### config.mk
export PLATFORM = sky130hd
export DESIGN_NAME = wb_stage
export DESIGN_NICKNAME = d
export VERILOG_FILES = /design/src/rtl/wb_stage.sv
export SDC_FILE = /design/constraint.sdc
export NUM_CORES = 1
export LEC_CHECK = 0
export ABC_AREA = 1
export BUFFER_PORTS_ARGS = -buffer_cell sky130_fd_sc_hd__buf_2
export CORE_UTILIZATION = 40
export DETAILED_ROUTE_END_ITERATION = 8
export MAX_ROUTING_LAYER = met4
export PLACE_DENSITY = 0.69
export REMOVE_ABC_BUFFERS = 1
export SLEW_MARGIN = 5
export SYNTH_ARGS = -nofsm -noshare
export SYNTH_HDL_FRONTEND = slang
export SYNTH_SLANG_ARGS = --single-unit
### constraint.sdc
create_clock -name clk -period 0.8 [get_ports clk]
set_input_delay 0.08 -clock clk [delete_from_list [all_inputs] [get_ports clk]]
set_output_delay 0.08 -clock clk [all_outputs]
set_load 0.02 [all_outputs]
### src/rtl/wb_stage.sv
// Write-back stage: MEM/WB pipeline register feeding the register-file write port.
// Optional retired-instruction counter enabled by defining WB_RETIRE_CNT_EN.

`ifndef MAX_LENGTH
`define MAX_LENGTH 32
`endif

module wb_stage #(
  parameter int WIDTH      = `MAX_LENGTH,
  parameter int REG_ADDR_W = 4
) (
  input  logic                  clk,
  input  logic                  reset,
  input  logic                  freeze,
  input  logic                  flush,
  input  logic                  valid_in,
  input  logic                  wb_en_in,
  input  logic                  memory_read_enabled,
  input  logic [REG_ADDR_W-1:0] dest_in,
  input  logic [WIDTH-1:0]      ALU_res,
  input  logic [WIDTH-1:0]      dataMem_out,
  output logic                  wb_en,
  output logic [REG_ADDR_W-1:0] wb_dest,
  output logic [WIDTH-1:0]      wb_value,
  output logic                  wb_valid
`ifdef WB_RETIRE_CNT_EN
  ,
  output logic [31:0]           retired_count
`endif
);

  logic                  valid_q;
  logic                  wb_en_q;
  logic                  mem_rd_q;
  logic [REG_ADDR_W-1:0] dest_q;
  logic [WIDTH-1:0]      alu_q;
  logic [WIDTH-1:0]      mem_q;

  // Priority: reset, flush, freeze (hold), then load.
  always_ff @(posedge clk) begin
    if (reset || flush) begin
      valid_q  <= 1'b0;
      wb_en_q  <= 1'b0;
      mem_rd_q <= 1'b0;
      dest_q   <= '0;
      alu_q    <= '0;
      mem_q    <= '0;
    end else if (!freeze) begin
      valid_q  <= valid_in;
      wb_en_q  <= valid_in & wb_en_in;
      mem_rd_q <= memory_read_enabled;
      dest_q   <= dest_in;
      alu_q    <= ALU_res;
      mem_q    <= dataMem_out;
    end
  end

  assign wb_value = mem_rd_q ? mem_q : alu_q;
  assign wb_en    = valid_q & wb_en_q;
  assign wb_dest  = dest_q;
  assign wb_valid = valid_q;

`ifdef WB_RETIRE_CNT_EN
  logic [31:0] retired_count_q;

  // Counts only real instructions actually captured; wraps naturally.
  always_ff @(posedge clk) begin
    if (reset) begin
      retired_count_q <= 32'd0;
    end else if (!flush && !freeze && valid_in) begin
      retired_count_q <= retired_count_q + 32'd1;
    end
  end

  assign retired_count = retired_count_q;
`endif

endmodule
==> flow_summary.yaml, run 1 <==
outcome:
  outcome: "complete, but fails checks"
  violations: "negative setup slack"
timing:
  fin_hold_ws_ps: 4.41
  hold_viol_final: 0
  setup_ws_ps: -506
  fmax_ghz: 0.766
  drv_slew: 0
  fin_crit_ps: 1310
  worstMarginPinSlew_ps: 222
  rsz0062_at_grt: "yes"
  skew_ps: 0
  setup_viol: 39
  fin_crit_sh: 1.63
  relSlewSlack: 0.852
placed_design:
  dp_hpwl_um: 4890
  dp.cells: 609
  io_buffer_count: 112
  place.gp.congestion: 0.740
  pre_cts_slack_ps: -264
  place_area_um2: 3880
die:
  start_util: 0.413
  die_w_um: 91.4
  die_h_um: 91.4
  die-area_um2: 8350
  io_pins: 113
  rows: 32
  core-area_um2: 7730
min_path:
  hp-class: "in -> reg"
route:
  drt_iter0_markers: 70
  drc: 0
  first_pass_iters: 4
  ant_nets: 0
  wirelength_um: 8400
  vias: 3154
  avgViaCountPerCell: 4.58
  route.detailed.wl_per_inst_um: 12.2
grt:
  antenna_found_initial: 0
  grt_remaining_overflow: 0
  grt_usage: 0.213
  grt_pass1_vias: 3019
  grt_max_degree: 39
  grt_pass1_wl_um: 13800
setup_path:
  start_kind: "flop"
  crit_chain: "buf_12 -> nand2_1 -> o21ai_1 -> buf_4"
  path_max_fanout: 21
  cp_slowest_cell: "dfxtp_4"
  worst-setup-path-type: "reg -> out"
  cp-end-kind: "primary output"
  worstPathRequired_ps: 720
  worstPathArrival_ps: 1230
  worst-path-buf-inv: 2
  critical_path.max_stage_delay_ps: 390
  critPathTopFamily: "flip-flops"
layout:
  nNetsFinal: 657
  final_util: 0.628
  multiInputGateArea_um2: 1480
  drive_above_1_share: 0.392
  final-instance-count-excl-fill: 689
  n_antenna_cell: 0
  fillers: 673
  area_growth_syn_to_layout_pct: 51.9
  ff_latch_area_um2: 1430
  final_cell_area_um2: 4850
clock_tree:
  cts-root-buf: "clkbuf_8"
  clk_pin_slew_ps: 70
  cts_tree: "done"
  cts.path.max_buffers: 2
  clock_latency_ps: 330
  clock_sinks: 71
  cts_buffers: 9
  h-tree-depth: 3
yosys:
  yosysTopAreaCell: "dfxtp_1"
  ys_ff_latch: 71
  yosysTopAreaCellShare: 0.445
  synthTopCellsByArea: "dfxtp_1 (44%), nand2_1 (20%), a21oi_2 (19%)"
  syn_area_um2: 3190
  yosysSeqAreaShare: 0.445
  yosysWarningCount: 0
  ys_types: 14
  syn_inst: 414
  synth_area_per_cell_um2: 7.72
flow_run:
  maxCapViolCount: 0
pwr:
  leakage_uw: 0.00195
  vdd_drop_max_v: 0.00101
  power.density_nw_per_um2: 1550
report_power, final:
group | internal (uW) | leakage [uW] | switching [uW]
Combinational | 630 | 0.00127 | 615
Sequential | 3640 | 0.000582 | 61.8
Clock | 1280 | 0.0000959 | 1300
Total | 5550 | 0.00195 | 1970
worst register-to-register path: stages (launching register included):
cell     delay [ps]
dfxtp_4         390
buf_12          160
nand2_1          80
a21oi_2         120
kinds of logic after synthesis:
family                 share of synthesized area
buffers and inverters                      0.103
DFF                                        0.445
and+or+nand+nor                            0.208
AOI/OAI and AO/OA                          0.244
path summary, 6_finish.rpt:
kind	cells past startpoint	end	slack (ps)	from
max	4	wb_value[21]	-510	mem_rd_q
max reg2reg	3	mem_rd_q	-20	mem_rd_q
min	3	mem_rd_q	4	memory_read_enabled
min reg2reg	2	mem_q[31]	470	mem_q[31]
Yosys cell counts:
| master | count |
|---|---|
| clkbuf_2 | 1 |
| dfxtp_1 | 71 |
| clkinv_2 | 1 |
| clkbuf_1 | 1 |
| buf_6 | 8 |
| inv_1 | 33 |
| a21oi_2 | 70 |
| nand2_1 | 174 |
| a21oi_1 | 1 |
| or2_1 | 1 |
| buf_2 | 19 |
| buf_4 | 1 |
| nand3_1 | 1 |
| o21ai_0 | 32 |
final cells by class:
type / instances / area share
Multi-Input combinational cell: 279 / 0.304
Inverter: 34 / 0.0266
Clock inverter: 4 / 0.00413
Timing Repair Buffer: 187 / 0.312
Tap cell: 102 / 0.0263
Clock buffer: 12 / 0.0320
Sequential cell: 71 / 0.295
routing by layer:
layer / wire length [um] / GRT usage / vias to the layer above
met5: 0 / - / -
met4: 167 / 0.0966 / 0
met3: 296 / 0.0335 / 18
met2: 4070 / 0.350 / 84
met1: 3870 / 0.257 / 1423
li1: - / - / 1629
cell usage in the layout (no fill, tap or decap), drive strengths merged:
cell / synthesis / final
nand2: 174 / 174
buf: 28 / 126
a21oi: 71 / 71
dfxtp: 71 / 71
dlygate4sd3: 0 / 61
inv: 33 / 33
o21ai: 32 / 32
clkbuf: 2 / 12
clkinv: 1 / 5
or2: 1 / 1
nand3: 1 / 1
flip-flops by register name (all words and copies together), names as in the netlist:
register,flops
wb_dest,4
wb_en_q,1
mem_rd_q,1
wb_valid,1
mem_q,32
alu_q,32
per-stage QoR:
| step | power, uW | setup TNS, ps |
|---|---|---|
| floorplan | 4250 | -141600 |
| global placement | 4710 | -6920 |
| detailed placement | 4720 | -7580 |
| CTS | 7560 | -16240 |
| global route | 7880 | -17780 |
| finish | 7520 | -15560 |
what timing repair did:
action,in CTS,in global routing
endpoints found under the hold margin,61,0
gates cloned,0,0
setup buffers,1,2
gates resized for setup,65,20
setup endpoints to repair,39,39
hold buffers,61,0
pin swaps,1,0
No activity file was read; power rests on OpenSTA's default activity.
==> run 2: changes to the inputs <==
==> constraint.sdc (replaced) <==
create_clock -name clk -period 1.1 [get_ports clk]
set_input_delay 0.11 -clock clk [delete_from_list [all_inputs] [get_ports clk]]
set_output_delay 0.11 -clock clk [all_outputs]
set_load 0.05 [all_outputs]
==> run 2 against run 1 <==
  * The flow still finishes with violations (negative setup slack)
  * Final cell count down 9.1%
  * Sequential cell count unchanged
  * Setup slack better by 200 ps
  * Sequential share of layout area grew 3.0 points
  * Hold slack gained 19 ps
  * Sequential power down 27%
  * Non-clock buffer count is 63 lower
  * Die area did not move
  * Power shrank 23%
  * Critical endpoint is now wb_value[4]
  * Highest routed layer unchanged
==> flow_summary.yaml, run 2 (synthesis results as in run 1) <==
pwr:
  swShare: 0.265
  leakage_uw: 0.00173
  switchingPower_uw: 1530
  pwr-share-clk: 0.385
  p_comb_frac: 0.149
  vdd_drop_max_v: 0.000652
  total_power_uw: 5780
  intPower_uw: 4250
  seqPwrFrac: 0.466
  power.density_nw_per_um2: 1320
timing:
  setup_ws_ps: -306
  fin_crit_ps: 1410
  relSlewSlack: 0.825
  skew_ps: 0
  fmax_ghz: 0.711
  hold_viol_final: 0
  fin_hold_ws_ps: 23.6
  drv_slew: 0
  fin_crit_sh: 1.28
  setup_viol: 32
  rsz0062_at_grt: "yes"
  setup_tns_ps: -8480
  worstMarginPinSlew_ps: 262
die:
  start_util: 0.413
  rows: 32
  io_pins: 113
  die_h_um: 91.4
  die_w_um: 91.4
  core-area_um2: 7730
  die-area_um2: 8350
min_path:
  hp-class: "in -> reg"
clock_tree:
  h-tree-depth: 3
  clk_pin_slew_ps: 80
  clock_latency_ps: 330
  cts_buffers: 9
  cts_hold_buffers: 0
  cts-root-buf: "clkbuf_8"
  cts_tree: "done"
  cts.path.max_buffers: 2
  clock_sinks: 71
grt:
  grt_pass1_wl_um: 12700
  antenna_found_initial: 0
  grt_pass1_vias: 2886
  grt_max_degree: 39
  grt_remaining_overflow: 0
  grt_usage: 0.195
route:
  first_pass_iters: 4
  route.detailed.wl_per_inst_um: 12.1
  vias: 2953
  drt_iter0_markers: 80
  ant_nets: 0
  wirelength_um: 7590
  avgViaCountPerCell: 4.72
  drc: 0
layout:
  mostFrequentLayoutCell: "nand2_1"
  drive_above_1_share: 0.445
  n_antenna_cell: 0
  final_cell_mix: "nand2_1 (174), buf_2 (78), a21oi_2 (70), dfxtp_1 (69), inv_1 (33)"
  area_growth_syn_to_layout_pct: 37.1
  final_cell_area_um2: 4380
  nNetsFinal: 594
setup_path:
  start_kind: "flop"
  cp_slowest_cell: "dfxtp_4"
  critical_path.max_stage_delay_ps: 430
  worstPathArrival_ps: 1300
  cp-end-kind: "primary output"
  worst-setup-path-type: "reg -> out"
  path_max_fanout: 20
  crit_chain: "buf_12 -> nand2_1 -> o21ai_1 -> buf_6"
  worstPathRequired_ps: 990
flow_run:
  maxCapViolCount: 0
placed_design:
  io_buffer_count: 112
  place_area_um2: 3850
  place.gp.congestion: 0.753
  dp_hpwl_um: 4830
outcome:
  outcome: "complete, but fails checks"
  violations: "negative setup slack"
run 2: power by group through the flow:
stage	clock network, uW	registers [uW]	logic, uW
2_1_floorplan	0	2770	423
3_3_place_gp	0	2750	770
3_5_place_dp	0	2750	778
4_1_cts	2280	2690	855
5_1_grt	2390	2700	930
6_report	2230	2690	863
run 2: path summary, 6_finish.rpt:
kind / start / end / slack (ps) / depth (start not counted)
min: ALU_res[19] / alu_q[19] / 20 / 3
min reg2reg: mem_q[31] / mem_q[31] / 470 / 2
max: mem_rd_q / wb_value[4] / -310 / 4
max reg2reg: mem_rd_q / mem_rd_q / 190 / 3
run 2: timing repair:
action                                  in CTS  in global routing
endpoints found under the setup margin      33                 35
hold endpoints to repair                     0                  0
gates cloned                                 1                  0
buffers inserted                             0                  1
resized for setup                          100                 19
run 2: per-layer routing:
| layer | global-route usage | part of all wire | vias to the layer above |
|---|---|---|---|
| li1 | - | - | 1512 |
| met1 | 0.239 | 0.48 | 1350 |
| met2 | 0.318 | 0.47 | 78 |
| met3 | 0.0360 | 0.040 | 13 |
| met4 | 0.0728 | 0.014 | 0 |
| met5 | - | 0 | - |
run 2: final cells by class:
type / count / area (um^2)
clock buffers: 10 / 128
clock inverters: 6 / 85.1
fillers: 735 / 3350
inverters: 34 / 129
multi-input cells: 279 / 1520
flip-flops and latches: 71 / 1430
well taps: 102 / 128
repair buffers: 124 / 963
run 2: critical path, delay by kind of cell, from the launching register on:
kind,cells,cell delay [ps]
compound gates,1,120
simple gates,1,50
buf+inv,2,360
flops,1,430
run 2: metrics by stage:
step,setup WS (ps),cells,utilization
2_1_floorplan,-1420,384,-
3_3_place_gp,-28.8,608,0.498
4_1_cts,-322,625,0.558
6_report,-306,626,0.567
5_1_grt,-363,626,0.567
3_5_place_dp,-37.1,608,0.498
